## src/rtl/key_debounce.sv

```systemverilog
// key_debounce: receive-side conditioner for one panel key.
// A 2-flop synchroniser feeds a four-state debounce FSM that produces a
// clean level plus one-cycle press, release and long-press strobes.
// Optional auto-repeat strobe is enabled by defining KEY_AUTO_REPEAT_EN;
// without it repeat_pulse is tied low and no repeat counter exists.
module key_debounce #(
  parameter int DB_CNT     = 4,
  parameter int LONG_CNT   = 10,
  parameter int REPEAT_CNT = 5,
  parameter int CNT_W      = 16
) (
  input  logic clk,
  input  logic reset,
  input  logic in_key,
  output logic key_level,
  output logic press_pulse,
  output logic release_pulse,
  output logic long_pulse,
  output logic repeat_pulse
);

  typedef enum logic [1:0] {
    IDLE,
    PRESS_WAIT,
    HELD,
    RELEASE_WAIT
  } state_t;

  localparam logic [CNT_W-1:0] DB_MAX   = CNT_W'(DB_CNT);
  localparam logic [CNT_W-1:0] LONG_MAX = CNT_W'(LONG_CNT);

  // Reject parameter sets the counters cannot represent.
  if (DB_CNT < 2 || LONG_CNT < 2 || REPEAT_CNT < 2 ||
      $clog2(DB_CNT + 1) > CNT_W || $clog2(LONG_CNT + 1) > CNT_W ||
      $clog2(REPEAT_CNT + 1) > CNT_W) begin : g_bad_param
    $error("key_debounce: count parameters must be >= 2 and fit in CNT_W bits");
  end

  // Saturating increment: counters stick at all-ones instead of wrapping.
  function automatic logic [CNT_W-1:0] sat_inc(input logic [CNT_W-1:0] v);
    return (&v) ? v : v + CNT_W'(1);
  endfunction

  state_t           state, state_next;
  logic             sync_p0, s_key;
  logic [CNT_W-1:0] db_cnt, db_next;
  logic [CNT_W-1:0] long_cnt, long_next;
  logic             level_next, press_next, release_next, long_pulse_next;

  // Stage p0/p1: two-flop synchroniser for the asynchronous key pin.
  always_ff @(posedge clk) begin
    if (reset) begin
      sync_p0 <= 1'b0;
      s_key   <= 1'b0;
    end else begin
      sync_p0 <= in_key;
      s_key   <= sync_p0;
    end
  end

  // Debounce FSM next-state, counter and registered-output decode.
  always_comb begin
    state_next      = state;
    db_next         = db_cnt;
    long_next       = long_cnt;
    level_next      = key_level;
    press_next      = 1'b0;
    release_next    = 1'b0;
    long_pulse_next = 1'b0;
    case (state)
      IDLE: begin
        level_next = 1'b0;
        if (s_key) begin
          state_next = PRESS_WAIT;
          db_next    = CNT_W'(1);
        end else begin
          db_next    = '0;
        end
      end
      PRESS_WAIT: begin
        if (!s_key) begin
          state_next = IDLE;
          db_next    = '0;
        end else if (db_cnt >= DB_MAX) begin
          state_next = HELD;
          db_next    = '0;
          long_next  = '0;
          level_next = 1'b1;
          press_next = 1'b1;
        end else begin
          db_next    = sat_inc(db_cnt);
        end
      end
      HELD: begin
        level_next = 1'b1;
        if (!s_key) begin
          // long_cnt is frozen while the release is being qualified.
          state_next = RELEASE_WAIT;
          db_next    = CNT_W'(1);
        end else if (long_cnt < LONG_MAX) begin
          long_next       = sat_inc(long_cnt);
          long_pulse_next = (sat_inc(long_cnt) == LONG_MAX);
        end
      end
      RELEASE_WAIT: begin
        level_next = 1'b1;
        if (s_key) begin
          // Glitch on release: resume the hold without a new press event.
          state_next = HELD;
          db_next    = '0;
        end else if (db_cnt >= DB_MAX) begin
          state_next   = IDLE;
          db_next      = '0;
          level_next   = 1'b0;
          release_next = 1'b1;
        end else begin
          db_next      = sat_inc(db_cnt);
        end
      end
      default: begin
        state_next = IDLE;
        db_next    = '0;
        level_next = 1'b0;
      end
    endcase
  end

  // FSM state, counters and registered outputs.
  always_ff @(posedge clk) begin
    if (reset) begin
      state         <= IDLE;
      db_cnt        <= '0;
      long_cnt      <= '0;
      key_level     <= 1'b0;
      press_pulse   <= 1'b0;
      release_pulse <= 1'b0;
      long_pulse    <= 1'b0;
    end else begin
      state         <= state_next;
      db_cnt        <= db_next;
      long_cnt      <= long_next;
      key_level     <= level_next;
      press_pulse   <= press_next;
      release_pulse <= release_next;
      long_pulse    <= long_pulse_next;
    end
  end

`ifdef KEY_AUTO_REPEAT_EN
  localparam logic [CNT_W-1:0] REP_MAX = CNT_W'(REPEAT_CNT);

  logic [CNT_W-1:0] rep_cnt, rep_next;
  logic             repeat_next;

  // Repeat counter runs only in HELD with the key down after long_pulse;
  // it pauses in RELEASE_WAIT and clears when the FSM heads to IDLE.
  always_comb begin
    rep_next    = rep_cnt;
    repeat_next = 1'b0;
    if (state == HELD && s_key && long_cnt == LONG_MAX) begin
      if (sat_inc(rep_cnt) >= REP_MAX) begin
        rep_next    = '0;
        repeat_next = 1'b1;
      end else begin
        rep_next    = sat_inc(rep_cnt);
      end
    end else if (state_next == IDLE) begin
      rep_next = '0;
    end
  end

  // Repeat counter and registered repeat strobe.
  always_ff @(posedge clk) begin
    if (reset) begin
      rep_cnt      <= '0;
      repeat_pulse <= 1'b0;
    end else begin
      rep_cnt      <= rep_next;
      repeat_pulse <= repeat_next;
    end
  end
`else
  assign repeat_pulse = 1'b0;
`endif

endmodule

```

## config.mk

```make
export PLATFORM = sky130hd
export DESIGN_NAME = key_debounce
export DESIGN_NICKNAME = d
export VERILOG_FILES = /design/src/rtl/key_debounce.sv
export SDC_FILE = /design/constraint.sdc
export NUM_CORES = 1
export LEC_CHECK = 0
export ABC_AREA = 0
export ABC_CLOCK_PERIOD_IN_PS = 3300
export CAP_MARGIN = 15
export CORE_ASPECT_RATIO = 0.75
export CORE_MARGIN = 3
export CORE_UTILIZATION = 50
export CTS_BUF_LIST = sky130_fd_sc_hd__clkbuf_8
export CTS_CLUSTER_DIAMETER = 60
export DETAILED_ROUTE_END_ITERATION = 8
export PLACE_DENSITY = 0.73
export SLEW_MARGIN = 0
export SYNTH_ARGS = -nofsm -noshare
export SYNTH_HDL_FRONTEND = slang
export SYNTH_SLANG_ARGS = --single-unit
```

## constraint.sdc

```tcl
create_clock -name clk -period 3.3 [get_ports clk]
set_input_delay 0.495 -clock clk [delete_from_list [all_inputs] [get_ports clk]]
set_output_delay 0.495 -clock clk [all_outputs]
set_load 0.005 [all_outputs]
```

Yosys cells after proc, flatten, opt, wreduce, memory -nomap -nowiden
Cells that the tools add are included.

word-level totals
  register bits = 40
  output and inout bits = 5

cells by class
  add/subtract/negate cells = 2
  order comparisons = 2
  equal/unequal tests = 12
  muxes and demuxes = 26
  bitwise operators = 5
  reductions and logical operators = 10

operators by type and width
  operator                                                                              count
  16-bit 2-to-1 mux                                                                     10
  16-bit one-hot mux with 4 select lines                                                1
  16-bit by 1-bit adder with 16-bit output, second input constant                       2
  16-bit one-hot mux with 2 select lines                                                1
  16-bit AND reduction                                                                  2
  16-bit by 4-bit == test with 1-bit output, second input constant                      1
  16-bit by 3-bit greater-or-equal comparator with 1-bit output, second input constant  1
  16-bit by 4-bit < comparator with 1-bit output, second input constant                 1
  2-bit 2-to-1 mux                                                                      6
  2-bit inequality test, second input constant                                          6
  2-bit one-hot mux with 4 select lines                                                 1
  1-bit 2-to-1 mux                                                                      6
  3-bit inequality test, second input constant                                          2
  3-bit OR reduction                                                                    2
  1-bit inverter                                                                        5
  5-bit AND reduction                                                                   1
  2-bit == test, second input constant                                                  2
  1-bit one-hot mux with 4 select lines                                                 1
  4-bit AND reduction                                                                   1
  4-bit OR reduction                                                                    1
  2-bit by 1-bit == test with 1-bit output, second input constant                       1
  2-bit zero test                                                                       1
  2-bit AND reduction                                                                   1
  2-bit nonzero test                                                                    1

Logic depth before layout (Yosys ltp)
  depth in word-level cells = 5
  mapped depth = 8

Least setup slack after synthesis
Ideal clock, no wire load.

  kind = register to register
  start point = reg long_cnt[0]
  end point = reg long_cnt[3]
  setup time = 114 ps
  arrival time = 1,743 ps
  setup slack = 1,443 ps
  cell stages (with the launch flop) = 7
  path through = dfxtp_1 -> ha_1 -> nand4_1 -> or4_1 -> nand4_1 -> mux2_2 -> a21o_1

on the way
  cells in the longest elaborated chain, start to end = 5

ends and longest elaborated chain
  what                                                                                     line  source
  start, declared                                                                          47    logic [CNT_W-1:0] long_cnt, long_next;
  start signal, assigned                                                                   141   long_cnt <= long_next;
  16-bit by 1-bit adder with 16-bit output / 16-bit AND reduction (equally long branches)  41    return (&v) ? v : v + CNT_W'(1);
  16-bit 2-to-1 mux                                                                        --
  16-bit 2-to-1 mux                                                                        100   end else if (long_cnt < LONG_MAX) begin
  16-bit 2-to-1 mux                                                                        96    if (!s_key) begin
  16-bit one-hot mux with 2 select lines                                                   70    case (state)

Parallel ways exist; a longest one is shown, timed or not. The select of a mux whose other input is x is not followed.
A chain may end at the register's enable or synchronous reset.

Worst setup path in the final report
  start point = reg state[0]
  end point = reg long_cnt[3]

on the way
  cells in the longest elaborated chain, start to end = 3

ends and longest elaborated chain
  what                                                                                 line  source
  start, declared                                                                      44    state_t state, state_next;
  start signal, assigned                                                               139   state <= state_next;
  2-bit == test / 2-bit by 1-bit == test with 1-bit output (equally long branches)     70
  2-bit inequality test (no source line) / 2-bit nonzero test (equally long branches)  --
  5-bit AND reduction (no source line)                                                 --

Parallel ways exist; a longest one is shown, timed or not.

==> impl_results.md <==
* Sequential Area at 800.8 µm²
* Yosys top cell by area: dfxtp_1
* DIE AREA at 4538 µm²
* Clock Path Buffers at 2
* I/O Pins at 8
* CTS root buf: clkbuf_8
* Power density over the cells at 436.8 nW/µm²
* Cts hold-fix bufs at 0
* Count leader, synth: dfxtp_1
* Drt pass-1 iters at 4
* Gr usage total at 0.1723
* Max Cap Viol at 0
* Largest net degree at the start of global routing at 16
* Floorplan row count at 18
* Tcrit/Tclk final at 0.6689
* Post-synth EDFFs at 0
* Clock skew at 0.006353 ns
* DRC Markers at 0
* Max Clk Rate at 0.4530 GHz
* CP Launch Type: flip-flop
* Layout cells sized above 1 at 0.09756
* Initial DRC count at 112
* Port bufs at 6
* Synthesis-stage register bit count at 40
* Synth top area cells: dfxtp_1 (43%), and2_1 (5.7%), nor4_4 (5.7%)
* Routed WL per cell at 14.03 µm
* Commonest cells post-synth: dfxtp_1 (40), nor2_1 (22), and2_1 (17)
* Area of the multi-input gates at 1022 µm²
* Net count, final at 215
* Maximum vdd drop at 0.3437 mV
* Slew @ Worst Pin at 0.6208 ns
* Detailed-route via count at 1,415
* Syn_area_per_cell at 9.588 µm²
* Synth async-reset ratio at 0
* Min Tclk post-route at 2.207 ns
* # fillers at 312
* TritonCTS clock tree: done
* Fin. max-slew vios at 0
* Worst-path clk slew at 0.08 ns
* Critical path class: flip-flop to flip-flop
* Antenna Nets Post-Route at 0
* Layout area overhead at 10.12%
* Leakage at 0.7670 nW
* Syn nets at 207
* Seq/Total Area, Yosys at 0.4261
* Final HPWL DP at 2.619 mm
* Final Wtd Congestion at 0.8528
* Hold Path Class: flip-flop to flip-flop
* Final setup fails at 0
* TNS Setup at 0 ns
* Clock latency on the worst-skew pair at 0.30 ns
* Core Box Area at 3446 µm²
* Yosys warnings at 0
* # diodes at 0
* Synth Flop Type: dfxtp_1
* GRT overflow at 0
* Mapped Cells at 196
* First-pass GRT wire length at 6.072 mm
* Clock sink total at 40
* Post-Route WL at 3.577 mm
* Vias/cell at 5.549
* Worst EP required at 3.54 ns
* CTS H-tree depth at 2
* Vias in the first global route at 1,285
* Postcts setup bufs at 0
* Critical Path AT at 2.45 ns
* CTS Buf Count at 5
* # resized after CTS at 0
* CP endpoint kind: flip-flop
* Max-slew headroom at 0.5755
* Die Width at 76.79 µm
* Status: finished, final reports clean
* CP Max Fanout at 8
* RSZ-0062 raised after global routing: no
* Die Y at 59.10 µm
* Initial Utilization at 0.5454
* Placed cell count at 247
* Share of the synthesized area in the top cell type at 0.4261
* Mapped cell area at 1879 µm²
* Hold Fails Final Rpt at 0
* Yosys cell types at 46
* Non-Filler Instances at 255
* Initial antenna violation count at 0
## placed cells by master (no fill, tap or decap), types with 5 or more instances in the layout
master / instances
clkbuf_8: 6
nor2b_1: 5
inv_1: 5
nand4_1: 10
and2_1: 17
nor4_4: 5
dfxtp_1: 40
clkdlybuf4s50_1: 6
nor3_1: 5
nand3_1: 7
nor2_1: 22
ha_1: 8
a21oi_1: 5
nand2_1: 10
nor4_1: 6
## layout make-up
class                           instances  share of cell area
Multi-Input combinational cell        145              0.4940
Sequential cell                        40              0.3869
Clock buffer                            6             0.03990
Timing Repair Buffer                    7             0.03265
Tap cell                               50             0.03023
Inverter                                5            0.009069
Clock inverter                          2            0.007255
## report_power, final
group | switching, W | internal, W
Clock | 0.000174 | 0.000169
Combinational | 0.0000368 | 0.0000278
Sequential | 0.00000742 | 0.000489
## worst paths after layout
| check | slack [ns] | from | to | cells past startpoint |
|---|---|---|---|---|
| worst max-delay path | 1.09 | state[0]$_SDFFE_PP0P_ | long_cnt[3]$_SDFFE_PP0P_ | 7 |
| worst min-delay path | 0.46 | sync_p0$_SDFF_PP0_ | s_key$_SDFF_PP0_ | 1 |
| worst max register to register | 1.09 | state[0]$_SDFFE_PP0P_ | long_cnt[3]$_SDFFE_PP0P_ | 7 |
| worst min register to register | 0.46 | sync_p0$_SDFF_PP0_ | s_key$_SDFF_PP0_ | 1 |
## through the flow
stage	total power, W	util	worst slack (ns)	instance area (µm²)	hold WS, ns
after detailed placement	0.0005708	0.5723	1.147	1972	0.4530
after CTS	0.0009129	0.6006	1.115	2069	0.4679
after global placement	0.0005682	0.5723	1.176	1972	0.4340
final	0.0009039	0.6006	1.093	2069	0.4606
after global routing	0.0009440	0.6006	0.8480	2069	0.4788
after floorplan	0.0005536	-	1.443	1879	0.4138
## flip-flops by register name (all words and copies together) (netlist names), named ones only
name           cells
release_pulse      1
s_key              1
press_pulse        1
long_pulse         1
db_cnt            16
state              1
key_level          1
long_cnt          16
sync_p0            1
## logic make-up (layout without fill, tap and decap cells)
kind of cell,count (synthesis),in the layout,synth area share
fa+ha+maj,8,8,0.05326
simple gates,107,107,0.3669
mux,3,3,0.01664
other cells,1,1,0.001995
compound gates,23,23,0.09121
buf+inv,11,20,0.02996
flops,40,40,0.4261
xor+xnor,3,3,0.01398
## layer usage
| metal | GRT usage | vias up | share of wire |
|---|---|---|---|
| met2 | 0.2469 | 36 | 0.41 |
| met4 | 0.07752 | 0 | 0.015 |
| met5 | 0 | - | 0 |
| li1 | - | 720 | - |
| met3 | 0.04559 | 5 | 0.049 |
| met1 | 0.2434 | 654 | 0.52 |
## critical path, stage by stage (launching register included)
cell       delay (ns)
dfxtp_1          0.35
inv_1            0.13
ha_1             0.30
nor3b_1          0.31
nand3_1          0.15
a2111oi_0        0.58
mux2_2           0.27
a21o_1           0.08
Power figures use the tool's default switching activity.
